===== config.mk =====
export PLATFORM = sky130hd
export DESIGN_NAME = radio_capture
export DESIGN_NICKNAME = d
export VERILOG_FILES = /design/src/rtl/radio_pkg.sv /design/src/rtl/radio_capture_channel.sv /design/src/rtl/radio_capture.sv
export SDC_FILE = /design/constraint.sdc
export NUM_CORES = 1
export LEC_CHECK = 0
export BUFFER_PORTS_ARGS = -buffer_cell sky130_fd_sc_hd__buf_2
export CORE_MARGIN = 2
export CORE_UTILIZATION = 58
export CTS_BUF_LIST = sky130_fd_sc_hd__clkbuf_4
export CTS_CLUSTER_SIZE = 14
export DETAILED_ROUTE_END_ITERATION = 8
export PLACE_DENSITY = 0.9
export SETUP_SLACK_MARGIN = 0.1
export SLEW_MARGIN = 20
export SYNTH_ARGS = -nofsm -noshare
export SYNTH_HDL_FRONTEND = slang
export SYNTH_SLANG_ARGS = --single-unit

===== constraint.sdc =====
create_clock -name CLK -period 3.85 [get_ports CLK]
set_clock_uncertainty 0.1 [all_clocks]
set_input_delay 0.5775 -clock CLK [delete_from_list [all_inputs] [get_ports CLK]]
set_output_delay 0.5775 -clock CLK [all_outputs]
set_load 0.005 [all_outputs]

===== src/rtl/radio_pkg.sv =====
// Shared types and defaults for the RC receiver pulse-capture block.
package radio_pkg;

    typedef enum logic [1:0] {
        WAIT_LOW,
        WAIT_RISE,
        HIGH
    } ch_state_t;

    localparam logic [2:0] RC_A_VALID = 3'd6;
    localparam logic [2:0] RC_A_ERR   = 3'd7;

    localparam int unsigned DEF_N_CH       = 6;
    localparam int unsigned DEF_TICK_DIV   = 50;
    localparam int unsigned DEF_MIN_US     = 800;
    localparam int unsigned DEF_MAX_US     = 2200;
    localparam int unsigned DEF_TIMEOUT_US = 25000;

endpackage


===== src/rtl/radio_capture_channel.sv =====
// One RC channel: synchronizer, edge detect, width FSM and loss timeout.
module radio_channel
    import radio_pkg::*;
#(
    parameter int unsigned MIN_US     = DEF_MIN_US,
    parameter int unsigned MAX_US     = DEF_MAX_US,
    parameter int unsigned TIMEOUT_US = DEF_TIMEOUT_US
) (
    input  logic        clk_i,
    input  logic        rst_i,
    input  logic        tick_i,
    input  logic        pulse_i,
    output logic [15:0] width_o,
    output logic        valid_o,
    output logic        err_pulse_o
);

    localparam int unsigned TW = $clog2(TIMEOUT_US + 1);

    logic          sync1_q, sync2_q, s_q, sd_q;
    logic [1:0]    prime_q;
    ch_state_t     state_q, state_d;
    logic [15:0]   cnt_q, cnt_d;
    logic [15:0]   width_q, width_d;
    logic          valid_q, valid_d;
    logic [TW-1:0] tmo_q, tmo_d;
    logic          err_d;
    logic          rise, fall, primed;

    assign rise   = s_q & ~sd_q;
    assign fall   = ~s_q & sd_q;
    // The sync chain restarts at 0 after reset; a line already high would look
    // like a fresh rise, so WAIT_LOW is left only once s_q reflects the pin.
    assign primed = (prime_q == 2'd3);

    always_ff @(posedge clk_i) begin
        if (rst_i) begin
            sync1_q <= 1'b0;
            sync2_q <= 1'b0;
            s_q     <= 1'b0;
            sd_q    <= 1'b0;
            prime_q <= '0;
            state_q <= WAIT_LOW;
            cnt_q   <= '0;
            width_q <= '0;
            valid_q <= 1'b0;
            tmo_q   <= '0;
        end else begin
            sync1_q <= pulse_i;
            sync2_q <= sync1_q;
            s_q     <= sync2_q;
            sd_q    <= s_q;
            prime_q <= primed ? prime_q : prime_q + 2'd1;
            state_q <= state_d;
            cnt_q   <= cnt_d;
            width_q <= width_d;
            valid_q <= valid_d;
            tmo_q   <= tmo_d;
        end
    end

    always_comb begin
        state_d = state_q;
        cnt_d   = cnt_q;
        width_d = width_q;
        valid_d = valid_q;
        tmo_d   = tmo_q;
        err_d   = 1'b0;

        if (tick_i && tmo_q != TW'(TIMEOUT_US)) begin
            tmo_d = tmo_q + TW'(1);
            if (tmo_q == TW'(TIMEOUT_US - 1)) valid_d = 1'b0;
        end

        // A good pulse below overrides a timeout firing in the same cycle.
        unique case (state_q)
            WAIT_LOW: begin
                if (primed && !s_q) state_d = WAIT_RISE;
            end
            WAIT_RISE: begin
                if (rise) begin
                    cnt_d   = '0;
                    state_d = HIGH;
                end
            end
            HIGH: begin
                if (fall) begin
                    if (cnt_q >= 16'(MIN_US) && cnt_q <= 16'(MAX_US)) begin
                        width_d = cnt_q;
                        valid_d = 1'b1;
                        tmo_d   = '0;
                    end else begin
                        err_d = 1'b1;
                    end
                    state_d = WAIT_RISE;
                end else if (cnt_q > 16'(MAX_US)) begin
                    err_d   = 1'b1;
                    state_d = WAIT_LOW;
                end else if (tick_i) begin
                    cnt_d = cnt_q + 16'd1;
                end
            end
            default: state_d = WAIT_LOW;
        endcase
    end

    assign width_o     = width_q;
    assign valid_o     = valid_q;
    assign err_pulse_o = err_d;

endmodule


===== src/rtl/radio_capture.sv =====
// RC receiver capture: per-channel pulse widths in us, live flags, error count.
module radio_capture
    import radio_pkg::*;
#(
    parameter int unsigned N_CH       = DEF_N_CH,
    parameter int unsigned TICK_DIV   = DEF_TICK_DIV,
    parameter int unsigned MIN_US     = DEF_MIN_US,
    parameter int unsigned MAX_US     = DEF_MAX_US,
    parameter int unsigned TIMEOUT_US = DEF_TIMEOUT_US
) (
    input  logic                 CLK,
    input  logic                 RESET,
    input  logic [2:0]           A,
    output logic [31:0]          RD,
    input  logic [N_CH-1:0]      RADIO,
    output logic [N_CH*16-1:0]   CH_WIDTH,
    output logic [N_CH-1:0]      CH_VALID
);

    localparam int unsigned PW = $clog2(TICK_DIV);

    logic [PW-1:0]   presc_q, presc_d;
    logic            tick;
    logic [15:0]     err_cnt_q, err_cnt_d;
    logic [N_CH-1:0] err_pulse;

    assign tick    = (presc_q == PW'(TICK_DIV - 1));
    assign presc_d = tick ? '0 : presc_q + PW'(1);

    // Simultaneous errors on several channels count once.
    always_comb begin
        err_cnt_d = err_cnt_q;
        if (|err_pulse && err_cnt_q != '1) err_cnt_d = err_cnt_q + 16'd1;
    end

    always_ff @(posedge CLK) begin
        if (RESET) begin
            presc_q   <= '0;
            err_cnt_q <= '0;
        end else begin
            presc_q   <= presc_d;
            err_cnt_q <= err_cnt_d;
        end
    end

    for (genvar i = 0; i < N_CH; i++) begin : g_ch
        radio_channel #(
            .MIN_US     (MIN_US),
            .MAX_US     (MAX_US),
            .TIMEOUT_US (TIMEOUT_US)
        ) u_ch (
            .clk_i       (CLK),
            .rst_i       (RESET),
            .tick_i      (tick),
            .pulse_i     (RADIO[i]),
            .width_o     (CH_WIDTH[16*i +: 16]),
            .valid_o     (CH_VALID[i]),
            .err_pulse_o (err_pulse[i])
        );
    end

    always_comb begin
        RD = '0;
        if (A == RC_A_VALID) begin
            RD = 32'(CH_VALID);
        end else if (A == RC_A_ERR) begin
            RD = {16'b0, err_cnt_q};
        end else if (32'(A) < N_CH) begin
            RD = {CH_VALID[A], 15'b0, CH_WIDTH[16*A +: 16]};
        end
    end

endmodule


# [Word level (Yosys, flattened, before mapping)]
# Index checks and enable logic that the tools add are counted.
# Widths: inputs -> output; s select.
[word_totals] word_cells=397 output_inout_bits=134 inputBits=11 latchBits=0 ramBits=0 rom_bits=0 reg_bits=358 memories=0
[op_classes] mul=0 n_addsub=20 div=0 reduce_logical=57 n_mux=143 n_eq_ne=70 n_bitwise=24 n_shift=1 order_cmp=20
[ops] cell="$mux 16" count=24
[ops] cell="$mux 15" count=24
[ops] cell="$pmux 16 s2" count=6
[ops] cell="$add 16x1->16 const B" count=7
[ops] cell="$ge 16x10->1 const B" count=6
[ops] cell="$gt 16x12->1 const B" count=6
[ops] cell="$le 16x12->1 const B" count=6
[ops] cell="$mux 32" count=3
[ops] cell="$shiftx 96x8->16" count=1
[ops] cell="$add 15x1->15 const B" count=6
[ops] cell="$eq 15x15->1 const B" count=6
[ops] cell="$ne 15x15->1 const B" count=6
[ops] cell="$mux 1" count=55
[ops] cell="$mux 2" count=24
[ops] cell="$pmux 2 s3" count=6
[ops] cell="$reduce_and 3->1" count=12
[ops] cell="$ne 2x2->1 const B" count=17
[ops] cell="$reduce_and 5->1" count=6
[ops] cell="$ne 2x1->1 const B" count=13
[ops] cell="$eq 2x2->1 const B" count=12
[ops] cell="$logic_and 1x1->1" count=19
[ops] cell="$ne 3x1->1 const B" count=6
[ops] cell="$ne 16x16->1 const B" count=1
[ops] cell="$add 2x1->2 const B" count=6
[ops] cell="other kinds (14)" count=57

# [Depth between registers and ports, before layout]
[logic_depth] word_depth=7 depth_mapped=12 ltp_nobuf=9

# [Modules after synthesis]
# From an unflattened synthesis, not the netlist that was laid out.
[hier_totals] hier_cells=1874 hier_area_um2=17565.6
[modules_own_cells] module="radio_channel at g_ch[0].u_ch ..." seq_area_each_um2=1121.1 area_each_um2=2556.2 cells_per_inst=272 instances=5
[modules_own_cells] module="radio_channel at g_ch[5].u_ch" seq_area_each_um2=1121.1 area_each_um2=2544.9 cells_per_inst=281 instances=1
[modules_own_cells] module="radio_capture" seq_area_each_um2=440.4 area_each_um2=2239.6 cells_per_inst=233 instances=1

# [Worst setup path before layout]
# Ideal clock, no wire load.
[synth_path] kind="reg2reg" from="register g_ch[1].u_ch.cnt_q[12]" to="register err_cnt_q[0]" path_slack_ns=0.792 required_ns=3.627 period_less_slack_ns=3.058 path_stages_with_launch=10 path_buffers=2 arrival_ns=2.835 setup_ns=0.123 path_cell_list="dfxtp_1 -> or4_4 -> a21oi_2 -> o22ai_1 -> or4_4 -> buf_6 -> or4_4 -> buf_6 -> o21ai_1 -> mux2_1"
[synth_via] elab_chain_len=7 word_cells_on_any_way=10 classes_between="3 x order compare; 4 x mux; 3 x reduce/logical"
[synth_lines] element="start: declaration" line_no="radio_capture_channel.sv:23" rtl="logic [15:0] cnt_q, cnt_d;"
[synth_lines] element="start signal: assignment" line_no="radio_capture_channel.sv:55" rtl="cnt_q <= cnt_d;"
[synth_lines] element="$ge 16x10->1 / $le 16x12->1 (equally long branches)" line_no="radio_capture_channel.sv:88" rtl="if (cnt_q >= 16'(MIN_US) && cnt_q <= 16'(MAX_US)) begin"
[synth_lines] element="$logic_and 1x1->1" line_no="radio_capture_channel.sv:88"
[synth_lines] element="$mux 1" line_no="radio_capture_channel.sv:88"
[synth_lines] element="$mux 1 *" line_no="radio_capture_channel.sv:87" rtl="if (fall) begin"
[synth_lines] element="$mux 1 *" line_no="radio_capture_channel.sv:76" rtl="unique case (state_q)"
[synth_lines] element="$reduce_or 6->1 *" line_no="radio_capture.sv:33" rtl="if (|err_pulse && err_cnt_q != '1) err_cnt_d = err_cnt_q + 16'd1;"
[synth_lines] element="$logic_and 1x1->1 *" line_no="radio_capture.sv:33"
[synth_lines] element="end signal: assignment" line_no="radio_capture.sv:42" rtl="err_cnt_q <= err_cnt_d;"
[synth_lines] element="end: declaration" line_no="radio_capture.sv:24" rtl="logic [15:0] err_cnt_q, err_cnt_d;"
# Every way passes the cells marked *; elsewhere a longest branch is shown, timed or not.
# A chain may end at the register's enable or synchronous reset.

# [Final worst setup path]
# Same ends and word-level chain as after synthesis.

==> results summary <==
The flow ran to the end, and the final reports show no timing, DRC or antenna violations. The post-synthesis to final-layout area growth came out at 12.0%. The minimum clock period is 3250 ps. The maximum clock insertion buffer count is 3. The average detailed-routed wire length per instance came out at 17.5 um. The fraction of layout cells with a size suffix above 1 came out at 0.161. The final antenna-violating net count is 0. The number of distinct library cells after synthesis came out at 67. By area, the combinational part of the netlist is dominated by simple AND/OR/NAND/NOR gates. Summing over every cut layer, the via total after detailed routing is 14.5k. The cell with the most instances on the worst path is or4_4.

The post-synthesis mux area share is 0.0898. After detailed routing, the number of vias per cell comes to 5.91. The launch point of the worst path is g_ch[1].u_ch.cnt_q[12]. The worst setup timing slack at the placement stage is 651 ps.

TritonCTS built the clock tree. The die area is 29700 um2. The total power divided by cell area came out at 392 nW/um2. The peak ir drop on the vdd network came out at 219 uV.

After clock tree synthesis, the clock-pin slew on the worst setup and hold paths is 70 ps. The final-layout setup total negative slack is 0 ps. After filler insertion, the fill cell instance count of the layout stands at 2074.

The number of cells on the worst reg-to-reg path is 7. The number of global-route vias before repair was 13.8k. The buffer type at the clock tree root is clkbuf_4. The worst register-to-register path begins at g_ch[1].u_ch.cnt_q[12]. The setup slack of the most critical reg-to-reg path is 600 ps. The tightest hold path in the finished design has a slack of 245 ps.

For this run, the detailed router's first-pass iteration total came to 6. Yosys printed 0 warnings. The xor and xnor area share after synthesis came out at 0.0708. The post-DP HPWL came out at 30600 um. For this run, asynchronously set or reset flops after synthesis account for 0. The die outline width came out at 172 um. The achievable frequency came out at 308 MHz. The largest stage delay on the critical path is 650 ps. The initial antenna violation count is 5. The cell area that synthesis handed to floorplanning was 16400 um2. The final layout contains routed wiring with a total length of 43000 um. The count of routing violations after the opening detailed-route iteration came out at 1388. The number of DRC violations after detailed routing came out at 0. The global-route wire length before repair came out at 67700 um. The worst setup slack after layout is 604 ps. The count of endpoints failing hold in the final timing report came to 0.

The total count of max-transition violations in the final report is 0. The signal arrival time at the worst endpoint is 3790 ps. Measured against its own limit, the worst slew margin works out to 0.357. Setup repair after global routing left no endpoint under its margin.

Entering global routing, the biggest net connects 99 pins. The I/O pin count came out at 145. The share of synthesized cell area in and, or, nand and nor gates came out at 0.236. The biggest fanout along the worst timing path is 19. The final worst-path cycle share came out at 0.843. The count of flip-flops with a built-in enable after synthesis is 0.

The post-cts sizing count came out at 0. The H-tree was split into 3 levels. The number of buffers created by CTS is 89.

The synthesized-area fraction occupied by ao, oa, aoi and oai cells was 0.0932. For this design the static power due to leakage is 7.63 nW. The required time at the worst-slack endpoint is 4390 ps. The slowest stage of the critical path belongs to the cell or4_4.

The post-synthesis cell count came out at 1856. The count of clock tree sinks is 358. The total number of nets in the final design came out at 2057. Routability-driven placement finished with a final weighted congestion of 0.931. After floorplanning, the core was sized to cover 27900 um2. The site row count is 61. The terminus of the critical flop-to-flop path is err_cnt_q[0].

Counting flops and latches in the post-synthesis netlist gives 358. The number of violations of the max-capacitance limit is 0. The prevailing post-synth register cell is dfxtp_1. The final design utilization came out at 0.661. The element type at the critical path start is a flop. The worst setup path is of the reg2reg kind. Leaving out fill and tap cells, the most frequent cell in the layout is dfxtp_1. Setup violations remaining at the end of the flow were counted as 0. In this run the tool buffered the top-level ports with 129 buffer cells. In the layout the commonest cells are dfxtp_1 (358), nor2_1 (327), buf_2 (128). The die outline height came out at 172 um. A synthesized cell averages 8.86 um2. The area share of fa/ha/maj cells after synthesis is 0.0281. The post-synthesis sequential area ratio came out at 0.436. The critical path goes through or4_4 -> a21oi_2 -> o22ai_1 -> or4_4 -> or4_4 -> o21ai_1 -> mux2_1. The global-route total usage across every layer is 0.287. The destination of the critical timing path is err_cnt_q[0]. The insertion delay of the later-clocked pin in the worst-skew pair came out at 760 ps.

The transition time at the pin with the least slew margin came out at 952 ps. The worst setup path is captured at a flop. The starting density of the core is 0.590.

The path class of the tightest hold or removal check is in2reg. The total grt overflow is 0.
## power by group
group          switching, mW  internal [mW]
logic                  0.206          0.112
registers             0.0321           3.75
clock network           1.54           1.57
total                   1.78           5.43
## per-stage QoR
stage	cells	instance area, um2	total power [mW]
detailed placement	2290	17300	4.18
finish	2454	18400	7.22
global placement	2290	17300	4.15
global route	2451	18400	7.49
floorplan	1870	16500	4.11
CTS	2450	18400	7.26
## synthesized netlist by cell type, types with 31 or more instances
| cell | n | area, um2 |
|---|---|---|
| inv_1 | 75 | 282 |
| o21ai_0 | 31 | 155 |
| dfxtp_1 | 358 | 7170 |
| nor2b_1 | 31 | 194 |
| nand3_1 | 69 | 345 |
| clkbuf_1 | 70 | 263 |
| nor2_1 | 327 | 1230 |
| nor3_1 | 43 | 215 |
| nand2_1 | 120 | 450 |
| nand4_1 | 41 | 257 |
| mux2i_1 | 74 | 741 |
| xnor2_1 | 57 | 499 |
| a21oi_1 | 69 | 345 |
| and3_1 | 35 | 219 |
| ha_1 | 37 | 463 |
| xor2_1 | 76 | 666 |
## sequential cells by signal, summed over array words and instances, names as in the netlist, 12 cells and up
| name | cells |
|---|---|
| err_cnt_q | 16 |
| g_ch.u_ch.cnt_q | 96 |
| g_ch.u_ch.prime_q | 12 |
| g_ch.u_ch.state_q | 12 |
| g_ch.u_ch.tmo_q | 90 |
| g_ch.u_ch.width_o | 96 |
## area by class of cell
cell class / count / area (um2) / share of cell area
multi-input cells: 1333 / 8570 / 0.465
clock buffers: 125 / 938 / 0.0509
flip-flops and latches: 358 / 7170 / 0.389
well taps: 378 / 473 / 0.0257
clock inverters: 29 / 156 / 0.00849
repair buffers: 150 / 825 / 0.0448
diodes: 4 / 10.0 / 0.000543
inverters: 77 / 289 / 0.0157
## cell families after synthesis
logic type | count (synthesis)
adders and majority gates | 37
buffers and inverters | 179
other | 1
xor gates and xnor gates | 133
AOI/OAI and AO/OA | 231
muxes | 116
DFF | 358
and+or+nand+nor | 801
## how the worst min path moves through the flow
| stage | end | from | slack (ps) | depth (start not counted) |
|---|---|---|---|---|
| 5_1_grt | g_ch[2].u_ch.width_o[0] | RESET | 260 | 2 |
| 3_3_place_gp | g_ch[4].u_ch.cnt_q[15] | g_ch[4].u_ch.cnt_q[15] | 320 | 2 |
| 4_1_cts | g_ch[4].u_ch.sd_q | RESET | 210 | 2 |
| 3_5_place_dp | g_ch[4].u_ch.cnt_q[15] | g_ch[4].u_ch.cnt_q[15] | 320 | 2 |
| 6_report | g_ch[4].u_ch.cnt_q[0] | RESET | 240 | 2 |
| 2_1_floorplan | g_ch[4].u_ch.cnt_q[15] | g_ch[4].u_ch.cnt_q[15] | 310 | 2 |
## repair_timing
item | in CTS | in global routing
hold buffers | 6 | 0
buffers inserted | 0 | 0
hold endpoints to repair | 6 | 0
## metal layers
layer | GRT usage | wire, um | vias up
li1 | - | - | 6763
met3 | 0.0705 | 4310 | 197
met4 | 0.175 | 2430 | 2
met5 | 0 | 13 | -
met1 | 0.338 | 16200 | 6775
met2 | 0.472 | 20000 | 776
## worst max-delay path: cells and delay by family (launching register included)
family	cells	cell delay, ps
DFF	1	330
muxes	1	350
and+or+nand+nor	3	1840
AOI/OAI and AO/OA	3	530
Power figures use the tool's default switching activity.
